[config.mk]
export PLATFORM = sky130hd
export DESIGN_NAME = pipeline_hazard_ctrl
export DESIGN_NICKNAME = d
export VERILOG_FILES = /design/src/rtl/pipeline_hazard_ctrl.sv
export SDC_FILE = /design/constraint.sdc
export NUM_CORES = 1
export LEC_CHECK = 0
export BUFFER_PORTS_ARGS = -buffer_cell sky130_fd_sc_hd__buf_2
export CORE_MARGIN = 2
export CORE_UTILIZATION = 53
export CTS_BUF_LIST = sky130_fd_sc_hd__clkbuf_4 sky130_fd_sc_hd__clkbuf_8
export DETAILED_ROUTE_END_ITERATION = 8
export HOLD_SLACK_MARGIN = 0.02
export MAX_ROUTING_LAYER = met4
export PLACE_DENSITY = 0.93
export SYNTH_ARGS = -nofsm -noshare
export SYNTH_HDL_FRONTEND = slang
export SYNTH_SLANG_ARGS = --single-unit
[constraint.sdc]
create_clock -name clk -period 6.5 [get_ports clk]
set_input_delay 1.3 -clock clk [delete_from_list [all_inputs] [get_ports clk]]
set_output_delay 1.3 -clock clk [all_outputs]
set_load 0.01 [all_outputs]
[src/rtl/pipeline_hazard_ctrl.sv]
// pipeline_hazard_ctrl: stall/flush sequencer for the 5-stage core.
// Produces Mealy hold/flush controls for PC, IF/ID, ID/EX and EX/MEM from
// load-use, taken-branch and data-memory-wait conditions, and keeps
// saturating stall and redirect counters.
module pipeline_hazard_ctrl #(
  parameter int REDIRECT_CYCLES = 1,
  parameter int CNT_W           = 32
) (
  input  logic             clk,
  input  logic             reset,
  input  logic [4:0]       id_rs1,
  input  logic [4:0]       id_rs2,
  input  logic             id_use_rs1,
  input  logic             id_use_rs2,
  input  logic [4:0]       ex_rd,
  input  logic             ex_mem_read,
  input  logic             ex_branch_taken,
  input  logic             mem_req,
  input  logic             mem_ready,
  output logic             pc_hold,
  output logic             pc_sel_target,
  output logic             ifid_hold,
  output logic             ifid_flush,
  output logic             idex_hold,
  output logic             idex_flush,
  output logic             exmem_hold,
  output logic [CNT_W-1:0] stall_cycles,
  output logic [CNT_W-1:0] redirect_count
);

  typedef enum logic [1:0] {RUN, MEM_WAIT, REDIRECT} state_t;

  // rcnt counts the redirect cycles still owed after the branch cycle itself
  localparam logic [3:0] RCNT_INIT = 4'(REDIRECT_CYCLES - 1);

  state_t     state, state_nx;
  logic [3:0] rcnt, rcnt_nx;
  logic       redirect_acc;
  logic       memstall, loaduse;

  assign memstall = mem_req & ~mem_ready;
  assign loaduse  = ex_mem_read & (ex_rd != 5'd0) &
                    ((id_use_rs1 & (id_rs1 == ex_rd)) |
                     (id_use_rs2 & (id_rs2 == ex_rd)));

  // Control outputs and next state from registered state plus current inputs
  always_comb begin
    pc_hold       = 1'b0;
    pc_sel_target = 1'b0;
    ifid_hold     = 1'b0;
    ifid_flush    = 1'b0;
    idex_hold     = 1'b0;
    idex_flush    = 1'b0;
    exmem_hold    = 1'b0;
    redirect_acc  = 1'b0;
    state_nx      = state;
    rcnt_nx       = rcnt;
    if (reset) begin
      // clear the front end while reset is applied
      ifid_flush = 1'b1;
      idex_flush = 1'b1;
      state_nx   = RUN;
      rcnt_nx    = 4'd0;
    end else begin
      case (state)
        // MEM_WAIT only differs from RUN in where it came from; once the
        // wait ends the same priority chain applies, so a branch parked in
        // EX during the wait is serviced on the exit cycle
        RUN, MEM_WAIT: begin
          if (memstall) begin
            pc_hold    = 1'b1;
            ifid_hold  = 1'b1;
            idex_hold  = 1'b1;
            exmem_hold = 1'b1;
            state_nx   = MEM_WAIT;
          end else if (ex_branch_taken) begin
            pc_sel_target = 1'b1;
            ifid_flush    = 1'b1;
            idex_flush    = 1'b1;
            redirect_acc  = 1'b1;
            if (REDIRECT_CYCLES > 1) begin
              state_nx = REDIRECT;
              rcnt_nx  = RCNT_INIT;
            end else begin
              state_nx = RUN;
            end
          end else begin
            state_nx = RUN;
            if (loaduse) begin
              pc_hold    = 1'b1;
              ifid_hold  = 1'b1;
              idex_flush = 1'b1;
            end
          end
        end
        // keep squashing the latent fetch path; a memory wait freezes the
        // countdown and suppresses the flush so nothing in IF/ID is lost
        REDIRECT: begin
          if (memstall) begin
            pc_hold    = 1'b1;
            ifid_hold  = 1'b1;
            idex_hold  = 1'b1;
            exmem_hold = 1'b1;
          end else begin
            ifid_flush = 1'b1;
            rcnt_nx    = rcnt - 4'd1;
            if (rcnt == 4'd1) state_nx = RUN;
          end
        end
        default: state_nx = RUN;
      endcase
    end
  end

  // State and redirect countdown registers
  always_ff @(posedge clk) begin
    state <= state_nx;
    rcnt  <= rcnt_nx;
  end

  // Saturating performance counters
  always_ff @(posedge clk) begin
    if (reset) begin
      stall_cycles   <= '0;
      redirect_count <= '0;
    end else begin
      if (pc_hold && (stall_cycles != '1))
        stall_cycles <= stall_cycles + CNT_W'(1);
      if (redirect_acc && (redirect_count != '1))
        redirect_count <= redirect_count + CNT_W'(1);
    end
  end

endmodule
## Word-level counts from Yosys, hierarchy flattened

Cells that the tools add are included.

| operators by class | value |
|---|---|
| add/sub/neg operators | 3 |
| eq/ne operators | 9 |
| multiplexer cells | 23 |
| bitwise operators | 8 |
| reduce and logical (&&, ||, !) cells | 8 |

Operators with widths:

| cell | count |
|---|---|
| 32-bit by 1-bit adder with 32-bit output (second input constant) | 2 |
| 32-bit inequality test (second input constant) | 2 |
| 1-bit two-way mux | 18 |
| 5-bit == test | 2 |
| 1-bit AND | 5 |
| 5-bit nonzero test | 1 |
| 4-bit by 1-bit == test with 1-bit output (second input constant) | 1 |
| 2-bit two-way mux | 2 |
| 2-bit inequality test (second input constant) | 2 |
| 1-bit case mux with 2 select lines | 2 |
| 2-bit case mux with 2 select lines | 1 |
| 2-bit AND reduction | 2 |
| 4-bit by 1-bit subtractor with 4-bit output (second input constant) | 1 |
| 3-bit OR reduction | 1 |
| 2-bit by 1-bit == test with 1-bit output (second input constant) | 1 |
| 2-bit == test (second input constant) | 1 |
| 1-bit logical AND | 2 |
| 2-bit logical NOT | 1 |
| 1-bit NOT | 2 |
| 2-bit OR reduction | 1 |
| 1-bit OR | 1 |

| word-level totals | value |
|---|---|
| register bits after elaboration | 70 |
| input port bits | 23 |
| output and inout bits | 71 |
| logic and storage cells | 55 |

## Depth between registers and ports, before layout

| depth | value |
|---|---|
| depth after elaboration | 10 |
| gate-level depth with buffers | 9 |
| depth with buffers taken out | 7 |

## Worst setup path after synthesis

Ideal clock, no wire load.

| path | value |
|---|---|
| path kind | input-to-output |
| start point | in ex_rd[1] |
| end point | out pc_hold |
| data arrival time | 2.629 ns |
| data required time | 5.200 ns |
| slack | 2.571 ns |
| stages on the path | 6 |
| buffers on the path | 1 |
| path through | or4_1 -> o21a_1 -> o21a_1 -> nand2_1 -> inv_1 -> buf_4 |

| on the way | value |
|---|---|
| word-level cells in the longest chain between the ends | 9 |
| elaborated cells on any way between the ends | 13 |
| those cells by class | eq/ne (2); mux (5); bitwise (5); reduce/logical (1) |

Ends and longest elaborated chain:

| what | RTL line | text |
|---|---|---|
| start, declared | 15 | `input logic [4:0] ex_rd,` |
| 5-bit == test (on tied branches) | 43, 44 |  |
| 1-bit AND (on tied branches) | 43, 44 |  |
| 1-bit OR | 43 | `((id_use_rs1 & (id_rs1 == ex_rd)) \|` |
| 1-bit AND * | 42 | `assign loaduse = ex_mem_read & (ex_rd != 5'd0) &` |
| 1-bit two-way mux * (3 in series) | -- |  |
| 1-bit case mux with 2 select lines * | -- |  |
| 1-bit two-way mux * | -- |  |
| end, declared | 20 | `output logic pc_hold,` |

Every way passes the cells marked *; elsewhere a longest branch is shown, timed or not.

## Final worst setup path

| path | value |
|---|---|
| start point | in reset |
| end point | out pc_sel_target |

| on the way | value |
|---|---|
| word-level cells in the longest chain between the ends | 1 |

Ends and longest elaborated chain:

| what | RTL line | text |
|---|---|---|
| start, declared | 10 | `input logic reset,` |
| 1-bit two-way mux | 58 | `if (reset) begin` |
| end, declared | 21 | `output logic pc_sel_target,` |

No other way between the ends.

==> results.md <==
* Outcome: completed
* Achievable Freq at 234.8 MHz
* GRT Total Usage at 25.58%
* Depth of the worst register-to-register path at 6
* Post-CTS Setup Inserts at 0
* TNS Setup at 0 ps
* Most area-hungry cell type in the Yosys netlist: dfxtp_1
* Fin. Hold Viols at 0
* Worst-Skew Late Latency at 340 ps
* Period utilization at 65.53%
* Drt wl/cell at 15.15 µm
* Cts bufs inserted at 9
* Pwr Total at 0.0007919 W
* Power Dens Cells at 196.2 mW/mm²
* CP peak stage delay at 490 ps
* Ys async rst share at 0%
* Core area at 0.006026 mm²
* Hold Crit Class: reg2reg
* EDFF count, synth at 0
* Min-Delay Endpoint: redirect_count[1]
* ANT cells at 0
* Initial antenna violation count at 0
* NumNets Final at 526
* Most frequent cells in the layout: buf_2 (93), dfxtp_1 (64), nor2_1 (47), nand2_1 (33), xnor2_1 (30)
* Root buffer cell: clkbuf_8
* Min Clock Period, post-route at 4259 ps
* CTS resizes at 0
* Die height at 83.44 µm
* Post-DP HPWL at 6324 µm
* Reg-to-Reg Start: redirect_count[4]
* Most common cell after layout, fill and taps aside: buf_2
* Register cell area after layout at 0.001281 mm²
* Pleak at 1.550 nW
* Final Max Slew Viols at 0
* Worst R2R Setup Slack at 3580 ps
* Htree depth at 3
* Final WL at 8805 µm
* Area after DPL at 0.003830 mm²
* Port Buf Inserts at 93
* Routed Antenna Nets at 0
* DRC violations left at 0
* Fin area at 0.004036 mm²
* FF+latch count, synth at 64
* Crit path DAT at 2960 ps
* CTS clk-pin slew, worst paths at 70 ps
* Site row count at 28
* CP most frequent cell: buf_2
* GP Congestion at 0.8891
* Via count at 3507
* Initial DRC Count at 293
* Max-cap violations at 0
* Fraction of the mapped netlist area in simple logic gates at 33.93%
* Reg2reg end: redirect_count[22]
* Hold path depth at 2
* Yosys warns at 0
* Fillers at 476
* Post-synthesis compound-gate area fraction at 10.21%
* Non-filler instance count after layout at 581
* Finish-stage setup viols at 0
* Vias per cell at 6.036
* RSZ-0062 raised after global routing: no
* VDD IR max at 122.5 µV
* DR pass1 iterations at 5
* Data required time of the worst path at 5200 ps
* Yosys top cell area share at 38.31%
* Syn_area_per_cell at 8.078 µm²
* Placed insts at 565
* Syn Nets at 439
* Slowest stage cell, crit path: buf_4
* I/O pins at 94
* Proportion of synthesized area in mux cells at 2.918%
* Synthesis-to-finish area growth at 20.69%
* Vias in the first global route at 3211
* Hold-fix buffers, CTS at 0
* Multi-input gate area at 0.001941 mm²
* DIE WIDTH at 83.44 µm
* Worst Setup Start Kind: primary input
* Clock Tree Buf Depth at 2
* DIE AREA at 0.006961 mm²
* Worst path cell trace: buf_2, buf_4, inv_1, nand3_1, inv_2, buf_2
* Critical path class: in2out
* Most used flip-flop cell after synthesis: dfxtp_1
* Layout cells sized above 1 at 24.31%
* Initial Util at 55.50%
* CTS tree: done
* Mapped Area at 0.003344 mm²
* Min-delay src: redirect_count[1]
* Total gr overflow at 0
* CP max FO at 49
* XOR/XNOR Fraction of Synth Area at 10.21%
* Worst Setup End Kind: primary output
* Largest family of logic cells by synthesized area: simple AND/OR/NAND/NOR gates
* Unique masters post-synth at 44
* Worst Skew at 7.248 ps
* Post-Synth Adder-Cell Area at 0.7482%
* First-pass GRT wire length at 14490 µm
* Post-Synthesis Cells at 414
* Clock net sink count at 64
* Largest net degree at the start of global routing at 50
* Register area share after synthesis at 38.31%
* Top cells by area, synth: dfxtp_1 (38%), xnor2_1 (7.9%), nor2_1 (5.3%), nand3_1 (4.2%), nand4_1 (3.9%)
* Least-Margin Pin Slew at 1227 ps
* Worst rel slew slack at 17.76%
==> cells by family after synthesis <==
family	after synthesis
simple gates	214
compound gates	57
flops	64
fa+ha+maj	2
xor+xnor	39
mux	9
buf+inv	29
==> final cells by class <==
type,instances,area share (%)
clock buffer,13,4.123
clock inverter,3,0.9919
inverter,11,1.023
multi-input combinational,321,48.08
sequential,64,31.74
tap,75,2.325
timing repair buffer,94,11.72
==> critical path: cells and delay by family <==
kind / cells / cell delay (ps)
buffers and inverters: 5 / 1340
and+or+nand+nor: 1 / 290
==> Yosys cell counts, types with 8 or more instances <==
cell,n
nand3_1,28
inv_1,10
o21ai_0,17
nand4_1,21
nor3_1,21
dfxtp_1,64
nor2_1,47
or4_1,8
nor4_1,8
or3_1,18
xor2_1,9
clkbuf_1,10
xnor2_1,30
a21oi_1,21
nand2_1,33
==> where the power goes <==
group / internal [W] / switching, W
registers: 0.000393 / 0.00000147
clock network: 0.000206 / 0.000150
logic: 0.0000159 / 0.0000258
total: 0.000615 / 0.000177
==> per-stage QoR <==
step | setup WS, ps | hold WS [ps] | utilization, %
floorplan | 2571 | 503.2 | -
global placement | 2360 | 474.9 | 63.56
detailed placement | 2293 | 492.1 | 63.56
CTS | 2260 | 503.2 | 66.99
global route | 2078 | 523.2 | 66.99
finish | 2241 | 505.1 | 66.99
==> flip-flops by register name (all words and copies together) (netlist names) <==
signal	count
stall_cycles	32
redirect_count	32
==> routing by layer <==
layer	vias to the layer above	global-route usage, %	share of wire [%]
li1	1671	-	-
met1	1656	30.76	41
met2	161	42.96	50
met3	19	5.070	6.8
met4	0	8.798	2.1
met5	-	-	0
==> worst max path at each step <==
stage                     to  depth (start not counted)     start
2_1_floorplan        pc_hold                          6  ex_rd[1]
3_3_place_gp   pc_sel_target                          6     reset
3_5_place_dp   pc_sel_target                          6     reset
4_1_cts        pc_sel_target                          6     reset
5_1_grt        pc_sel_target                          6     reset
6_report       pc_sel_target                          6     reset
No activity file was read; power rests on OpenSTA's default activity.
